## src/rtl/imm_gen_pipe.sv

```systemverilog
// Decodes and extends the RISC-V immediate from instr[31:7]. The result and its tag appear one cycle after accept.
// Output register plus a one-entry skid; ready_in is registered and drops only when both are full.
module imm_gen_pipe #(
  parameter int XLEN   = 32,
  parameter int TAG_W  = 8,
  parameter bit CSR_EN = 1'b1
) (
  input  logic             clk_in,
  input  logic             rst_n_in,
  input  logic             flush_in,
  input  logic             valid_in,
  output logic             ready_in,
  input  logic [24:0]      instr_in,
  input  logic [2:0]       imm_type_in,
  input  logic [TAG_W-1:0] tag_in,
  output logic             valid_out,
  input  logic             ready_out,
  output logic [XLEN-1:0]  imm_out,
  output logic [TAG_W-1:0] tag_out
);

  typedef enum logic [1:0] {ST_EMPTY, ST_BUSY, ST_FULL} state_t;

  typedef struct packed {
    logic [XLEN-1:0]  imm;
    logic [TAG_W-1:0] tag;
  } entry_t;

  generate
    if (XLEN != 32 && XLEN != 64) begin : g_bad_xlen
      $error("imm_gen_pipe: XLEN must be 32 or 64");
    end
  endgenerate

  // instr_in[k] carries instruction bit k+7
  logic [11:0] i_imm;
  logic [11:0] s_imm;
  logic [12:0] b_imm;
  logic [31:0] u_imm;
  logic [20:0] j_imm;
  logic [4:0]  zimm;

  assign i_imm = instr_in[24:13];
  assign s_imm = {instr_in[24:18], instr_in[4:0]};
  assign b_imm = {instr_in[24], instr_in[0], instr_in[23:18], instr_in[4:1], 1'b0};
  assign u_imm = {instr_in[24:5], 12'h000};
  assign j_imm = {instr_in[24], instr_in[12:5], instr_in[13], instr_in[23:14], 1'b0};
  assign zimm  = instr_in[12:8];

  logic [XLEN-1:0] imm_d;

  always_comb begin
    imm_d = '0;
    case (imm_type_in)
      3'b001, 3'b111: imm_d = XLEN'($signed(i_imm));
      3'b010:         imm_d = XLEN'($signed(s_imm));
      3'b011:         imm_d = XLEN'($signed(b_imm));
      3'b100:         imm_d = XLEN'($signed(u_imm));
      3'b101:         imm_d = XLEN'($signed(j_imm));
      3'b110:         imm_d = CSR_EN ? XLEN'(zimm) : XLEN'($signed(i_imm));
      default:        imm_d = '0;
    endcase
  end

  entry_t new_d;
  assign new_d = {imm_d, tag_in};

  state_t state_q;
  entry_t out_q;
  entry_t skid_q;
  logic   valid_q;
  logic   ready_q;
  logic   accept;
  logic   consume;

  assign accept  = valid_in & ready_q;
  assign consume = valid_q & ready_out;

  // valid_q/ready_q are kept as registered copies of the state so outputs never see decode logic
  always_ff @(posedge clk_in or negedge rst_n_in) begin
    if (!rst_n_in) begin
      state_q <= ST_EMPTY;
      out_q   <= '0;
      skid_q  <= '0;
      valid_q <= 1'b0;
      ready_q <= 1'b1;
    end else if (flush_in) begin
      state_q <= ST_EMPTY;
      valid_q <= 1'b0;
      ready_q <= 1'b1;
    end else begin
      case (state_q)
        ST_EMPTY: begin
          if (accept) begin
            out_q   <= new_d;
            state_q <= ST_BUSY;
            valid_q <= 1'b1;
          end
        end
        ST_BUSY: begin
          if (accept && consume) begin
            out_q <= new_d;
          end else if (accept) begin
            skid_q  <= new_d;
            state_q <= ST_FULL;
            ready_q <= 1'b0;
          end else if (consume) begin
            state_q <= ST_EMPTY;
            valid_q <= 1'b0;
          end
        end
        ST_FULL: begin
          if (consume) begin
            out_q   <= skid_q;
            state_q <= ST_BUSY;
            ready_q <= 1'b1;
          end
        end
        default: begin
          state_q <= ST_EMPTY;
          valid_q <= 1'b0;
          ready_q <= 1'b1;
        end
      endcase
    end
  end

  assign ready_in  = ready_q;
  assign valid_out = valid_q;
  assign imm_out   = out_q.imm;
  assign tag_out   = out_q.tag;

endmodule

```

## config.mk

```make
export PLATFORM = sky130hd
export DESIGN_NAME = imm_gen_pipe
export DESIGN_NICKNAME = d
export VERILOG_FILES = /design/src/rtl/imm_gen_pipe.sv
export SDC_FILE = /design/constraint.sdc
export NUM_CORES = 1
export LEC_CHECK = 0
export CAP_MARGIN = 30
export CORE_AREA = 4 4 129 131
export DETAILED_ROUTE_END_ITERATION = 6
export DIE_AREA = 0 0 133 135
export HOLD_SLACK_MARGIN = 0.1
export SLEW_MARGIN = 10
export SYNTH_ARGS = -nofsm -noshare
export SYNTH_HDL_FRONTEND = slang
export SYNTH_SLANG_ARGS = --single-unit
```

## constraint.sdc

```tcl
create_clock -name clk_in -period 2 [get_ports clk_in]
set_input_delay 0.4 -clock clk_in [delete_from_list [all_inputs] [get_ports clk_in]]
set_output_delay 0.4 -clock clk_in [all_outputs]
set_load 0.005 [all_outputs]
```

# Yosys cells after proc, flatten, opt, wreduce, memory -nomap -nowiden

Index checks and enable logic that the tools add are counted.

Bits of input ports: 41
Word-level logic and storage cells: 64
Output and inout port bits: 42
Register bits: 84

Multiplexer cells: 23
Bitwise operators: 4
Reduce and logical (&&, ||, !) cells: 9
Eq/ne operators: 21

Operators with widths:

| kind                                                            | count |
|---|---|
| 32-bit case mux with 6 select lines                             | 1 |
| 40-bit two-way mux                                              | 3 |
| 40-bit case mux with 3 select lines                             | 1 |
| 3-bit != test, second input constant                            | 6 |
| 3-bit == test, second input constant                            | 4 |
| 2-bit two-way mux                                               | 6 |
| 4-bit AND reduction                                             | 3 |
| 2-bit != test, second input constant                            | 5 |
| 5-bit AND reduction                                             | 2 |
| 1-bit two-way mux                                               | 9 |
| 3-bit by 2-bit == test with 1-bit output, second input constant | 2 |
| 1-bit case mux with 3 select lines                              | 2 |
| 2-bit case mux with 3 select lines                              | 1 |
| 4-bit != test, second input constant                            | 1 |
| 3-bit by 1-bit == test with 1-bit output, second input constant | 1 |
| 3-bit nonzero test                                              | 1 |
| 1-bit bitwise AND                                               | 2 |
| 2-bit by 1-bit == test with 1-bit output, second input constant | 1 |
| 2-bit == test, second input constant                            | 1 |
| 2-bit logical NOT                                               | 1 |
| 1-bit NOT                                                       | 2 |
| 2-bit OR reduction                                              | 1 |
| 1-bit logical AND                                               | 1 |

# Depth between registers and ports, before layout

Gate-level depths: netlist of run 1.

Depth after elaboration: 6
Gate-level depth with buffers: 7
Gate-level depth less buffers: 4

# Worst setup path after synthesis of run 1

Ideal clock, no wire load.

Path kind: flip-flop to flip-flop
From: register ready_q (netlist: ready_in)
To: register skid_q[20] (netlist name)
Period minus slack after synthesis: 1.738 ns
Arrival time: 1.588 ns
Stages on the path, launching flop included: 5
Buffers on the path: 0
Setup slack: 0.262 ns
Setup time: 0.150 ns
Data required time: 1.850 ns
Cells stage by stage: dfstp_2 -> and3b_4 -> nand3_2 -> a211oi_1 -> a21oi_1

Word-level cells in the longest chain between the ends: 4

RTL lines:

| what                              | line | text |
|---|---|---|
| from (decl)                       | 72   | `logic ready_q;` |
| from (signal assigned)            | 86   | `ready_q <= 1'b1;` |
| from (signal assigned)            | 90   | `ready_q <= 1'b1;` |
| from (signal assigned)            | 106  | `ready_q <= 1'b0;` |
| 1-bit bitwise AND (*)             | 76   | `assign accept = valid_in & ready_q;` |
| 1-bit logical AND                 | 101  | `if (accept && consume) begin` |
| 1-bit NOT (no line)               | -    |  |
| 4-bit AND reduction (no line) (*) | -    |  |
| to (signal assigned)              | 104  | `skid_q <= new_d;` |
| to (decl)                         | 70   | `entry_t skid_q;` |

Every way passes the cells marked *; elsewhere a longest branch is shown, timed or not.
A chain may end at the register's enable or synchronous reset.

# Final worst setup path of run 1

From: register ready_q (netlist: ready_in)
To: output port ready_in

RTL lines:

| what      | line | text |
|---|---|---|
| to (decl) | 12   | `output logic ready_in,` |

No word-level cell between the ends.

==> results of run 1 <==
[worst paths after layout]
kind | end | slack (ps) | depth (start not counted) | start
setup / recovery | ready_in | 90 | 2 | ready_in
hold / removal | skid_q[5] | 470 | 2 | skid_q[5]
setup reg to reg | imm_out[7] | 140 | 4 | ready_in
hold reg to reg | skid_q[5] | 470 | 2 | skid_q[5]
max in group asynchronous | imm_out[4] | 830 | 3 | rst_n_in
min in group asynchronous | imm_out[10] | 530 | 2 | rst_n_in
[power by group]
group | switching (uW) | leakage [uW] | internal [uW]
combinational | 891 | 0.00135 | 1450
sequential | 426 | 0.00105 | 2470
clock | 710 | 0.000135 | 885
[synthesized netlist by cell type]
library cell,count,area (sq um)
sky130_fd_sc_hd__a211oi_1,1,7.51
sky130_fd_sc_hd__and3_1,1,6.26
sky130_fd_sc_hd__o32ai_1,1,8.76
sky130_fd_sc_hd__nor2b_1,5,31.3
sky130_fd_sc_hd__nand3b_1,1,7.51
sky130_fd_sc_hd__nand3_2,1,10.0
sky130_fd_sc_hd__or2_1,1,6.26
sky130_fd_sc_hd__buf_2,6,30.0
sky130_fd_sc_hd__nand2_1,80,300
sky130_fd_sc_hd__a211oi_4,1,20.0
sky130_fd_sc_hd__o211ai_1,1,7.51
sky130_fd_sc_hd__o21bai_1,1,7.51
sky130_fd_sc_hd__dfrtp_1,83,2080
sky130_fd_sc_hd__o21ai_0,52,260
sky130_fd_sc_hd__nor3_1,1,5.00
sky130_fd_sc_hd__a221oi_1,8,70.1
sky130_fd_sc_hd__buf_1,1,3.75
sky130_fd_sc_hd__nor3b_1,2,15.0
sky130_fd_sc_hd__a21oi_1,30,150
sky130_fd_sc_hd__mux2_4,20,300
sky130_fd_sc_hd__a211oi_2,1,12.5
sky130_fd_sc_hd__a22o_1,4,35.0
sky130_fd_sc_hd__o21ai_1,3,15.0
sky130_fd_sc_hd__and4b_1,1,10.0
sky130_fd_sc_hd__and4bb_2,1,12.5
sky130_fd_sc_hd__and3b_4,1,12.5
sky130_fd_sc_hd__mux2_2,6,67.6
sky130_fd_sc_hd__o21a_1,1,7.51
sky130_fd_sc_hd__and2_1,2,12.5
sky130_fd_sc_hd__nor2_4,1,11.3
sky130_fd_sc_hd__nand2b_1,4,25.0
sky130_fd_sc_hd__a31oi_1,1,6.26
sky130_fd_sc_hd__mux2i_1,12,120
sky130_fd_sc_hd__nor2_1,30,113
sky130_fd_sc_hd__o31ai_1,6,45.0
sky130_fd_sc_hd__dfstp_2,1,26.3
sky130_fd_sc_hd__inv_1,3,11.3
sky130_fd_sc_hd__o22ai_1,2,12.5
sky130_fd_sc_hd__clkbuf_1,22,82.6
sky130_fd_sc_hd__buf_6,2,22.5
sky130_fd_sc_hd__o31a_1,1,8.76
sky130_fd_sc_hd__nand3_1,24,120
sky130_fd_sc_hd__and3b_1,1,8.76
[per-layer routing]
| metal | vias up | GRT usage |
|---|---|---|
| met5 | - | 0 |
| met4 | 0 | 0.0433 |
| met3 | 15 | 0.0302 |
| met2 | 88 | 0.215 |
| met1 | 1693 | 0.168 |
| li1 | 1720 | - |
[cell type report]
class	instances	share of cell area
well taps	216	0.0461
clock inverters	6	0.00790
clock buffers	10	0.0408
multi-input cells	310	0.323
inverters	3	0.00192
flip-flops and latches	84	0.359
repair buffers	135	0.222
[flip-flops by register name, summed over array words and instances (netlist names)]
signal and cells:
imm_out 32, ready_in 1, skid_q 40, state_q 2
tag_out 8, valid_out 1
[metrics by stage]
stage	total power, uW	cells
global placement	5140	740
floorplan	3930	427
finish	6830	764
CTS	6880	758
detailed placement	5230	740
global route	7280	764
[what timing repair did]
action / CTS / global route
hold endpoints to repair: 21 / 0
pin swaps: 2 / 3
resized for setup: 3 / 1
hold buffers: 1 / 0
gates cloned: 1 / 0
setup buffers: 0 / 6
endpoints found under the setup margin: 26 / 29
[kinds of logic (layout without fill, tap and decap cells)]
logic type	Yosys count	after routing	share of synthesized area
buffers and inverters	34	154	0.0364
AND/OR/NAND/NOR	157	158	0.171
flip-flops	84	84	0.510
AO/OA/AOI/OAI	114	114	0.164
multiplexers	38	38	0.118
[worst register-to-register path, stage by stage, from the launching register on]
cell and delay (ps):
sky130_fd_sc_hd__dfstp_2 550, sky130_fd_sc_hd__and4bb_2 280, sky130_fd_sc_hd__a211oi_4 90, sky130_fd_sc_hd__nor2_4 480, sky130_fd_sc_hd__mux2_4 350
[placed cells by master (no fill, tap or decap), drive strengths merged, types with 2 or more instances in the layout]
cell,count
dfrtp,83
nand2,80
clkdlybuf4s50,79
o21ai,55
buf,53
nor2,32
a21oi,30
mux2,26
nand3,25
mux2i,12
clkbuf,10
a221oi,8
o31ai,6
nor2b,5
inv,5
nand2b,4
a22o,4
a211oi,3
and2,2
o22ai,2
clkinvlp,2
and3b,2
nor3b,2
clkinv,2
==> results.md, run 1 <==
- Area occupied by multi-input gates: ~1900 sq um
- Highest-delay cell along the critical path: sky130_fd_sc_hd__dfstp_2
- DRC violations left: 0
- Clock Sink Count: 84
- Cts bufs inserted: 9
- Cells after synthesis: roughly 430
- Crit start category: flip-flop
- Count of input and output buffers: ~80
- Number of nets in the finished design: a little under 600
- Lkg Pwr: 0.00253 uW
- Synthesis-to-layout area growth: 42.2%
- Maximum count of clock buffers along a single path: 2
- FF+latch count, synth: between 80 and 90
- Minimum setup slack after placement: -657 ps
- Final WS setup: between 90 and 100 ps
- Maximum operating frequency: roughly 0.52 GHz
- Met2 layer wire length in the routed design: approximately 5600 microns
- Number of antenna violations at the first check in global routing: 0
- Required time worst endpoint: 1600 ps
- Fraction of layout cells with a size suffix above 1: 0.192
- Drt first pass iters: 4
- Distinct cells, synth: 43
- Clk_skew: approximately 4.4 ps
- TritonCTS clock tree: done
- Vias: 3516
- HP Class: reg2reg
- Critical path start-end classification: reg2out
- Final hold violation count: 0
- Cell area after layout: a little under 6000 sq um
- Mapped cell area: 4120 sq um
- Diode count: 0
- Horizontal die dimension: roughly 130 microns
- Full die area: approximately 18000 sq um
- Rows: 46
- Average cell area after synthesis: about 9.7 sq um
- Clock transition at path regs: about 60 ps
- Instance area at placement: 5490 sq um
- Post-Route Utilization: 0.376
- Die height: between 100 and 150 microns
- Final critical-path required period: about 1900 ps
- Number of global-route vias before repair: 3545
- Storage element area: ~2100 sq um
- Worst stage delay on the critical path: 550 ps
- Power density relative to cell area: approximately 1200 nW/um^2
- Worst hold-check slack: between 400 and 500 ps
- Final worst-path cycle share: 0.953
- Worst ir drop on vdd: about 0.45 mV
- Final global-route overflow total: 0
- Drt wl/cell: 15.2 microns
- Status: finished, final reports clean
- Final count of pins violating max slew: 0
- Worst-margin pin slew: 585 ps
- Number of routed nets with antenna violations: 0
- Yosys warnings: 0
- Ports placed on the boundary: a little over 80
- Area of the core region: ~16000 sq um
- Largest fanout of any net on the critical path: 5
- Post-route setup TNS: 0 ps
- Category of the worst setup path capture point: output port
- Starting Density: 0.264
- Maximum capacitance violations: 0
- RSZ-0062 raised after global routing: no
- Placer congestion estimate: 0.794
- Cell family with most CP delay: buffers and inverters
- Root buffer cell: sky130_fd_sc_hd__clkbuf_16
- Fraction of the yosys area taken by sequential cells: 0.510
- Number of H-tree branching levels: 3
- Largest net degree at the start of global routing: 63
- Half-perimeter wire length after detailed placement: approximately 8400 microns
- CP cell instances: buf_4, clkdlybuf4s50_1
- Filler cell count in the final layout: approximately 1500
- Uppermost routed layer: met4
- Total global-route track usage: 0.130
- Arrival time of data at the critical path endpoint: between 1500 and 2000 ps
- Source-to-sink clock delay at the later pin of the worst-skew pair: roughly 330 ps
- Sum of buffers and inverters on the critical path: 2
- Post-Synthesis Net Count: between 400 and 500
- DR vias/cell: approximately 4.6
- Met3 wire length: ~550 microns
- Normalized max-slew margin: 0.609
- Wire length of the first global-routing pass: 18600 microns
- Total Routed Length: 11600 microns
- Final setup vio count: 0
- First-iteration detailed-routing DRC count: about 180
- WL met1: around 5300 microns
(Power assumes the default switching activity.)
==> run 2: changes to the inputs <==
- clock period: 2 -> 1.97 ns (I/O delays scaled with it)
==> run 2 against run 1 <==
Total power rose by 2.7%. Sequential power rose by 2%. Via count rose by 0.37%. Critical path depth did not move. Global-route usage increased by 0.29 points. Sequential cell count stayed put. Hold slack better by 0.55 ps. Clock power up 8%. Utilization decreased by 0.16 points. Critical endpoint unchanged.
==> results.md, run 2 (same netlist as run 1, synthesis figures left out) <==
- Lkg Pwr: 0.00251 uW (was 0.00253 uW)
- Final worst-path cycle share: 0.962
- Horizontal die dimension: 133 microns (unchanged)
- Clock transition at path regs: 60 ps (about the same)
- Number of antenna violations at the first check in global routing: 0 (unchanged)
- Most common cell after layout, fill and taps aside: sky130_fd_sc_hd__dfrtp_1 (unchanged)
- DR vias/cell: 4.64 (was 4.60)
- Root buffer cell: sky130_fd_sc_hd__clkbuf_16 (unchanged)
- Final critical-path required period: roughly 1900 ps
- Synthesis-to-layout area growth: 41.6% (was 42.2%)
- Area occupied by multi-input gates: 1890 sq um (unchanged)
- Highest-delay cell along the critical path: sky130_fd_sc_hd__dfstp_2 (unchanged)
- Overall power after layout: 7010 uW (was 6830 uW)
- CP cell instances: buf_4, clkdlybuf4s50_1 (unchanged)
- Storage element area: 2100 sq um (unchanged)
- Worst hold-check slack: 475 ps (about the same)
- Arrival time of data at the critical path endpoint: 1500 ps (was 1510 ps)
- Drt wl/cell: 15.4 microns (was 15.2 microns)
- Critical register-to-register path endpoint: imm_out[23] (was imm_out[7])
- First-iteration detailed-routing DRC count: 255 (was 178)
- Post-route setup TNS: 0 ps (unchanged)
- Total global-route track usage: 0.133 (was 0.130)
- Normalized max-slew margin: 0.626 (was 0.609)
- Drt first pass iters: 4 (unchanged)
- Count of input and output buffers: 82 (unchanged)
- HP Class: reg2reg (unchanged)
- Met3 wire length: 610 microns (was 549 microns)
- Final hold violation count: 0 (unchanged)
- Vias: 3529 (was 3516)
- Wire length of the first global-routing pass: 18900 microns (was 18600 microns)
- Diode count: 0 (unchanged)
- Source-to-sink clock delay at the later pin of the worst-skew pair: 340 ps (was 330 ps)
- Maximum count of clock buffers along a single path: 2 (unchanged)
- Final global-route overflow total: 0 (unchanged)
- CP Capture Point: ready_in (unchanged)
- Rows: 46 (unchanged)
- Category of the worst setup path capture point: output port (unchanged)
- TritonCTS clock tree: done (unchanged)
- Clock Sink Count: 84 (unchanged)
- Worst setup slack for register-to-register paths: 120 ps (was 140 ps)
- Maximum capacitance violations: 0 (unchanged)
- Number of global-route vias before repair: 3580 (was 3545)
- Met2 layer wire length in the routed design: 5570 microns (was 5630 microns)
- Status: finished, final reports clean (unchanged)
- DRC violations left: 0 (unchanged)
- Die height: 135 microns (unchanged)
- Area of the core region: 15600 sq um (unchanged)
- Maximum operating frequency: between 0.5 and 0.6 GHz
- Full die area: 18000 sq um (unchanged)
- Worst stage delay on the critical path: 550 ps (about the same)
- Placer congestion estimate: 0.794 (about the same)
- Largest net degree at the start of global routing: 63 (unchanged)
- WL met1: 5250 microns (was 5270 microns)
- Critical Path Source: ready_in (unchanged)
- Uppermost routed layer: met4 (unchanged)
- Required time worst endpoint: 1580 ps (was 1600 ps)
- Total Routed Length: 11700 microns (was 11600 microns)
- Worst ir drop on vdd: 0.452 mV (was 0.447 mV)
- Worst-margin pin slew: 560 ps (was 585 ps)
- Reg-to-reg critical path startpoint: ready_in (unchanged)
- Filler cell count in the final layout: 1516 (was 1529)
- Final setup vio count: 0 (unchanged)
- RSZ-0062 raised after global routing: no (unchanged)
- Half-perimeter wire length after detailed placement: 8460 microns (was 8380 microns)
- Number of H-tree branching levels: 3 (unchanged)
- Max FFs per register: 40 (unchanged)
- Critical path start-end classification: reg2out (unchanged)
- Final count of pins violating max slew: 0 (unchanged)
- Number of nets in the finished design: 581 (was 584)
- Largest fanout of any net on the critical path: 5 (unchanged)
- Depth of the most critical reg-to-reg path: 4 (unchanged)
- Ports placed on the boundary: 83 (unchanged)
- Cts bufs inserted: 9 (unchanged)
- Clk_skew: 8.64 ps (was 4.38 ps)
- Most flops, register: skid_q (unchanged)
- Number of routed nets with antenna violations: 0 (unchanged)
- Fraction of layout cells with a size suffix above 1: 0.186 (was 0.192)
- Power density relative to cell area: 1200 nW/um^2 (was 1160 nW/um^2)
- Crit start category: flip-flop (unchanged)
- Starting Density: 0.264 (unchanged)
- Commonest non-fill, non-tap cells in the layout: sky130_fd_sc_hd__dfrtp_1, sky130_fd_sc_hd__nand2_1, sky130_fd_sc_hd__clkdlybuf4s50_1, sky130_fd_sc_hd__o21ai_0, sky130_fd_sc_hd__buf_4 (unchanged)
run 2: cell count changes in the layout (fill, tap and decap cells not counted), sizes merged:
cell          delta
dlygate4sd2      +1
dlymetal6s2s     -1
clkinvlp         -1
buf              -3
inv              -1
bufinv           +1
run 2: layout make-up:
type	instances	share of cell area
Sequential cell	84	0.360
Multi-Input combinational cell	310	0.324
Timing Repair Buffer	132	0.216
Clock buffer	10	0.0409
Clock inverter	5	0.0103
Tap cell	216	0.0463
Inverter	3	0.00193
run 2: what timing repair did:
item,CTS,global route
hold buffers,1,0
endpoints found under the hold margin,21,0
setup endpoints to repair,26,14
pin swaps,3,2
resized for setup,4,0
cloned,1,0
buffers inserted,0,3
run 2: worst max-delay path, delay by kind of cell (launching register included):
family | cells | cell delay [ps]
buffers and inverters | 2 | 630
DFF | 1 | 550
run 2: layer usage:
layer,vias to the layer above,track usage
li1,1715,-
met1,1701,0.171
met2,90,0.210
met3,23,0.0343
met4,0,0.0606
met5,-,0
run 2: how the worst min path moves through the flow:
stage | start | to | depth (start not counted)
3_5_place_dp | rst_n_in | imm_out[10] | 1
4_1_cts | skid_q[5] | skid_q[5] | 2
2_1_floorplan | rst_n_in | imm_out[0] | 0
6_report | skid_q[5] | skid_q[5] | 2
3_3_place_gp | rst_n_in | imm_out[10] | 1
5_1_grt | skid_q[5] | skid_q[5] | 2
run 2: power breakdown:
part | internal, uW | switching [uW] | leakage [uW] | total (uW)
Combinational | 1450 | 899 | 0.00132 | 2350
Sequential | 2510 | 433 | 0.00105 | 2940
Clock | 1010 | 710 | 0.000145 | 1720
run 2: metrics by stage:
step                      setup slack, ps  cells  cell area (sq um)   util
after floorplan                       232    427               4120      -
after global placement               -616    740               5490  0.352
after detailed placement             -669    740               5490  0.352
after CTS                            30.5    757               5810  0.373
after global routing                 20.0    760               5840  0.374
final                                75.5    760               5840  0.374
==> run 3: changes to the inputs <==
- ABC_AREA: unset -> 0
- clock period: 1.97 -> 1.8 ns (I/O delays scaled with it)
==> run 3 against run 2 <==
Sequential cell count is the same. Utilization down 0.27 points. Register-to-register slack got worse by 40 ps. Count of clock-buffer cells in the layout grew 1. First-iteration DRC count is 2.7% higher. Global-route usage down 0.26 points. Combinational power rose by 8%. Sequential power up 10%. Wire length fell by 1.9%. Die area is the same. Clock skew down 1.8 ps.
==> results.md, run 3 (same netlist as run 1, synthesis figures left out) <==
- Worst setup slack for register-to-register paths: 80 ps (was 120 ps)
- Number of routed nets with antenna violations: 0 (unchanged)
- Cell family with most CP delay: flip-flops (was buffers and inverters)
- Number of antenna violations at the first check in global routing: 0 (unchanged)
- Commonest non-fill, non-tap cells in the layout: sky130_fd_sc_hd__dfrtp_1, sky130_fd_sc_hd__nand2_1, sky130_fd_sc_hd__clkdlybuf4s50_1, sky130_fd_sc_hd__o21ai_0, sky130_fd_sc_hd__buf_4 (unchanged)
- Drt first pass iters: 5 (was 4)
- First-iteration detailed-routing DRC count: 262 (was 255)
- Full die area: 18000 sq um (unchanged)
- Final non-filler cell total: 752 (was 760)
- Rows: 46 (unchanged)
- Count of input and output buffers: 82 (unchanged)
- Ports placed on the boundary: 83 (unchanged)
- Maximum count of clock buffers along a single path: 2 (unchanged)
- Placer congestion estimate: 0.807 (was 0.794)
- Most flops, register: skid_q (unchanged)
- Post-route setup TNS: 0 ps (unchanged)
- Die height: 135 microns (unchanged)
- Critical hold path startpoint: ready_out (was skid_q[5])
- Final count of pins violating max slew: 0 (unchanged)
- Overall power after layout: 7600 uW (was 7010 uW)
- Diode count: 0 (unchanged)
- Half-perimeter wire length after detailed placement: 8490 microns (was 8460 microns)
- Crit start category: flip-flop (unchanged)
- Sum of buffers and inverters on the critical path: 1 (was 2)
- CP cell instances: and4b_1, a211oi_4, nor2_4, buf_12, mux2_4 (was buf_4, clkdlybuf4s50_1)
- DRC violations left: 0 (unchanged)
- Horizontal die dimension: 133 microns (unchanged)
- Final hold violation count: 0 (unchanged)
- Largest fanout of any net on the critical path: 26 (was 5)
- Filler cell count in the final layout: 1516 (unchanged)
- Source-to-sink clock delay at the later pin of the worst-skew pair: 330 ps (was 340 ps)
- Critical path start-end classification: reg2reg (was reg2out)
- Drt wl/cell: 15.3 microns (was 15.4 microns)
- Starting Density: 0.264 (unchanged)
- DR vias/cell: 4.70 (was 4.64)
- Most common cell after layout, fill and taps aside: sky130_fd_sc_hd__dfrtp_1 (unchanged)
- Normalized max-slew margin: 0.689 (was 0.626)
- Maximum capacitance violations: 0 (unchanged)
- Category of the worst setup path capture point: flip-flop (was output port)
- Number of H-tree branching levels: 3 (unchanged)
- Clock transition at path regs: 60 ps (about the same)
- Worst stage delay on the critical path: 430 ps (was 550 ps)
- Final worst-path cycle share: 0.958
- Max FFs per register: 40 (unchanged)
- Number of global-route vias before repair: 3623 (was 3580)
- Area of the core region: 15600 sq um (unchanged)
- Status: finished, final reports clean (unchanged)
- Worst-margin pin slew: 466 ps (was 560 ps)
- Final setup vio count: 0 (unchanged)
- Arrival time of data at the critical path endpoint: 1950 ps (was 1500 ps)
- Critical register-to-register path endpoint: imm_out[16] (was imm_out[23])
- Worst ir drop on vdd: 0.475 mV (was 0.452 mV)
- Clk_skew: 6.87 ps (was 8.64 ps)
- Reg-to-reg critical path startpoint: valid_out (was ready_in)
- Depth of the most critical reg-to-reg path: 5 (was 4)
- Highest-delay cell along the critical path: sky130_fd_sc_hd__dfrtp_1 (was sky130_fd_sc_hd__dfstp_2)
- Largest net degree at the start of global routing: 36 (was 63)
- Placed cells: 734 (was 740)
- Required time worst endpoint: 2020 ps (was 1580 ps)
- TritonCTS clock tree: done (unchanged)
- Cts bufs inserted: 9 (unchanged)
- Wire length of the first global-routing pass: 18800 microns (was 18900 microns)
- HP Class: in2reg (was reg2reg)
- RSZ-0062 raised after global routing: no (unchanged)
- Final global-route overflow total: 0 (unchanged)
- Fraction of layout cells with a size suffix above 1: 0.179 (was 0.186)
- Number of nets in the finished design: 572 (was 581)
- Hold-critical path depth: 4 (was 2)
- Root buffer cell: sky130_fd_sc_hd__clkbuf_16 (unchanged)
- Synthesis-to-layout area growth: 40.5% (was 41.6%)
- Vias: 3536 (was 3529)
- Final critical-path required period: roughly 1700 ps
- Hold path endpoint: valid_out (was skid_q[5])
- Total Routed Length: 11500 microns (was 11700 microns)
- Lkg Pwr: 0.00249 uW (was 0.00251 uW)
- Power density relative to cell area: 1310 nW/um^2 (was 1200 nW/um^2)
- Total global-route track usage: 0.130 (was 0.133)
- Maximum operating frequency: a little under 0.6 GHz
- Clock Sink Count: 84 (unchanged)
-- run 3: power breakdown --
group	switching (uW)	leakage, uW	internal (uW)	total [uW]
sequential	490	0.00105	2750	3240
combinational	973	0.00131	1550	2530
clock	759	0.000132	1080	1840
-- run 3: cell type report --
| cell class | instances | area (sq um) | share of cell area |
|---|---|---|---|
| timing repair buffer | 124 | 1210 | 0.209 |
| clock inverter | 5 | 61.3 | 0.0106 |
| tap | 216 | 270 | 0.0466 |
| sequential | 84 | 2100 | 0.363 |
| inverter | 3 | 11.3 | 0.00194 |
| multi-input combinational | 309 | 1910 | 0.329 |
| clock buffer | 11 | 233 | 0.0402 |
-- run 3: how the worst max path moves through the flow --
stage                         start          end  cells past startpoint
after floorplan            ready_in   skid_q[20]                      4
final                     valid_out  imm_out[16]                      5
after CTS                  valid_in   skid_q[11]                      6
after global routing       ready_in  imm_out[26]                      5
after detailed placement   valid_in  imm_out[16]                      6
after global placement     valid_in  imm_out[19]                      6
-- run 3: layer usage --
metal | global-route usage | wire, microns
met1 | 0.168 | 5000
met2 | 0.204 | 5580
met3 | 0.0358 | 637
met4 | 0.0577 | 274
met5 | 0 | 0
-- run 3: what timing repair did --
| action | in CTS | in global routing |
|---|---|---|
| resized for setup | 0 | 11 |
| cloned | 0 | 0 |
| setup buffers | 1 | 0 |
| endpoints found under the setup margin | 2 | 41 |
| endpoints found under the hold margin | 32 | 0 |
| pin swaps | 0 | 1 |
| hold buffers | 1 | 0 |
-- run 3: per-stage QoR --
stage | util | hold slack, ps | area (sq um) | setup WS, ps
3_3_place_gp | 0.349 | 348 | 5450 | -312
4_1_cts | 0.369 | 484 | 5760 | 5.31
2_1_floorplan | - | 64.4 | 4120 | 62.5
3_5_place_dp | 0.349 | 352 | 5450 | -348
6_report | 0.371 | 407 | 5790 | 76.3
5_1_grt | 0.371 | 436 | 5790 | 3.64
-- run 3: tightest hold or removal path, cell delays in order --
cell and delay (ps):
sky130_fd_sc_hd__dlymetal6s2s_1 150, sky130_fd_sc_hd__nand2_1 60, sky130_fd_sc_hd__nand3_1 70, sky130_fd_sc_hd__a21oi_1 60
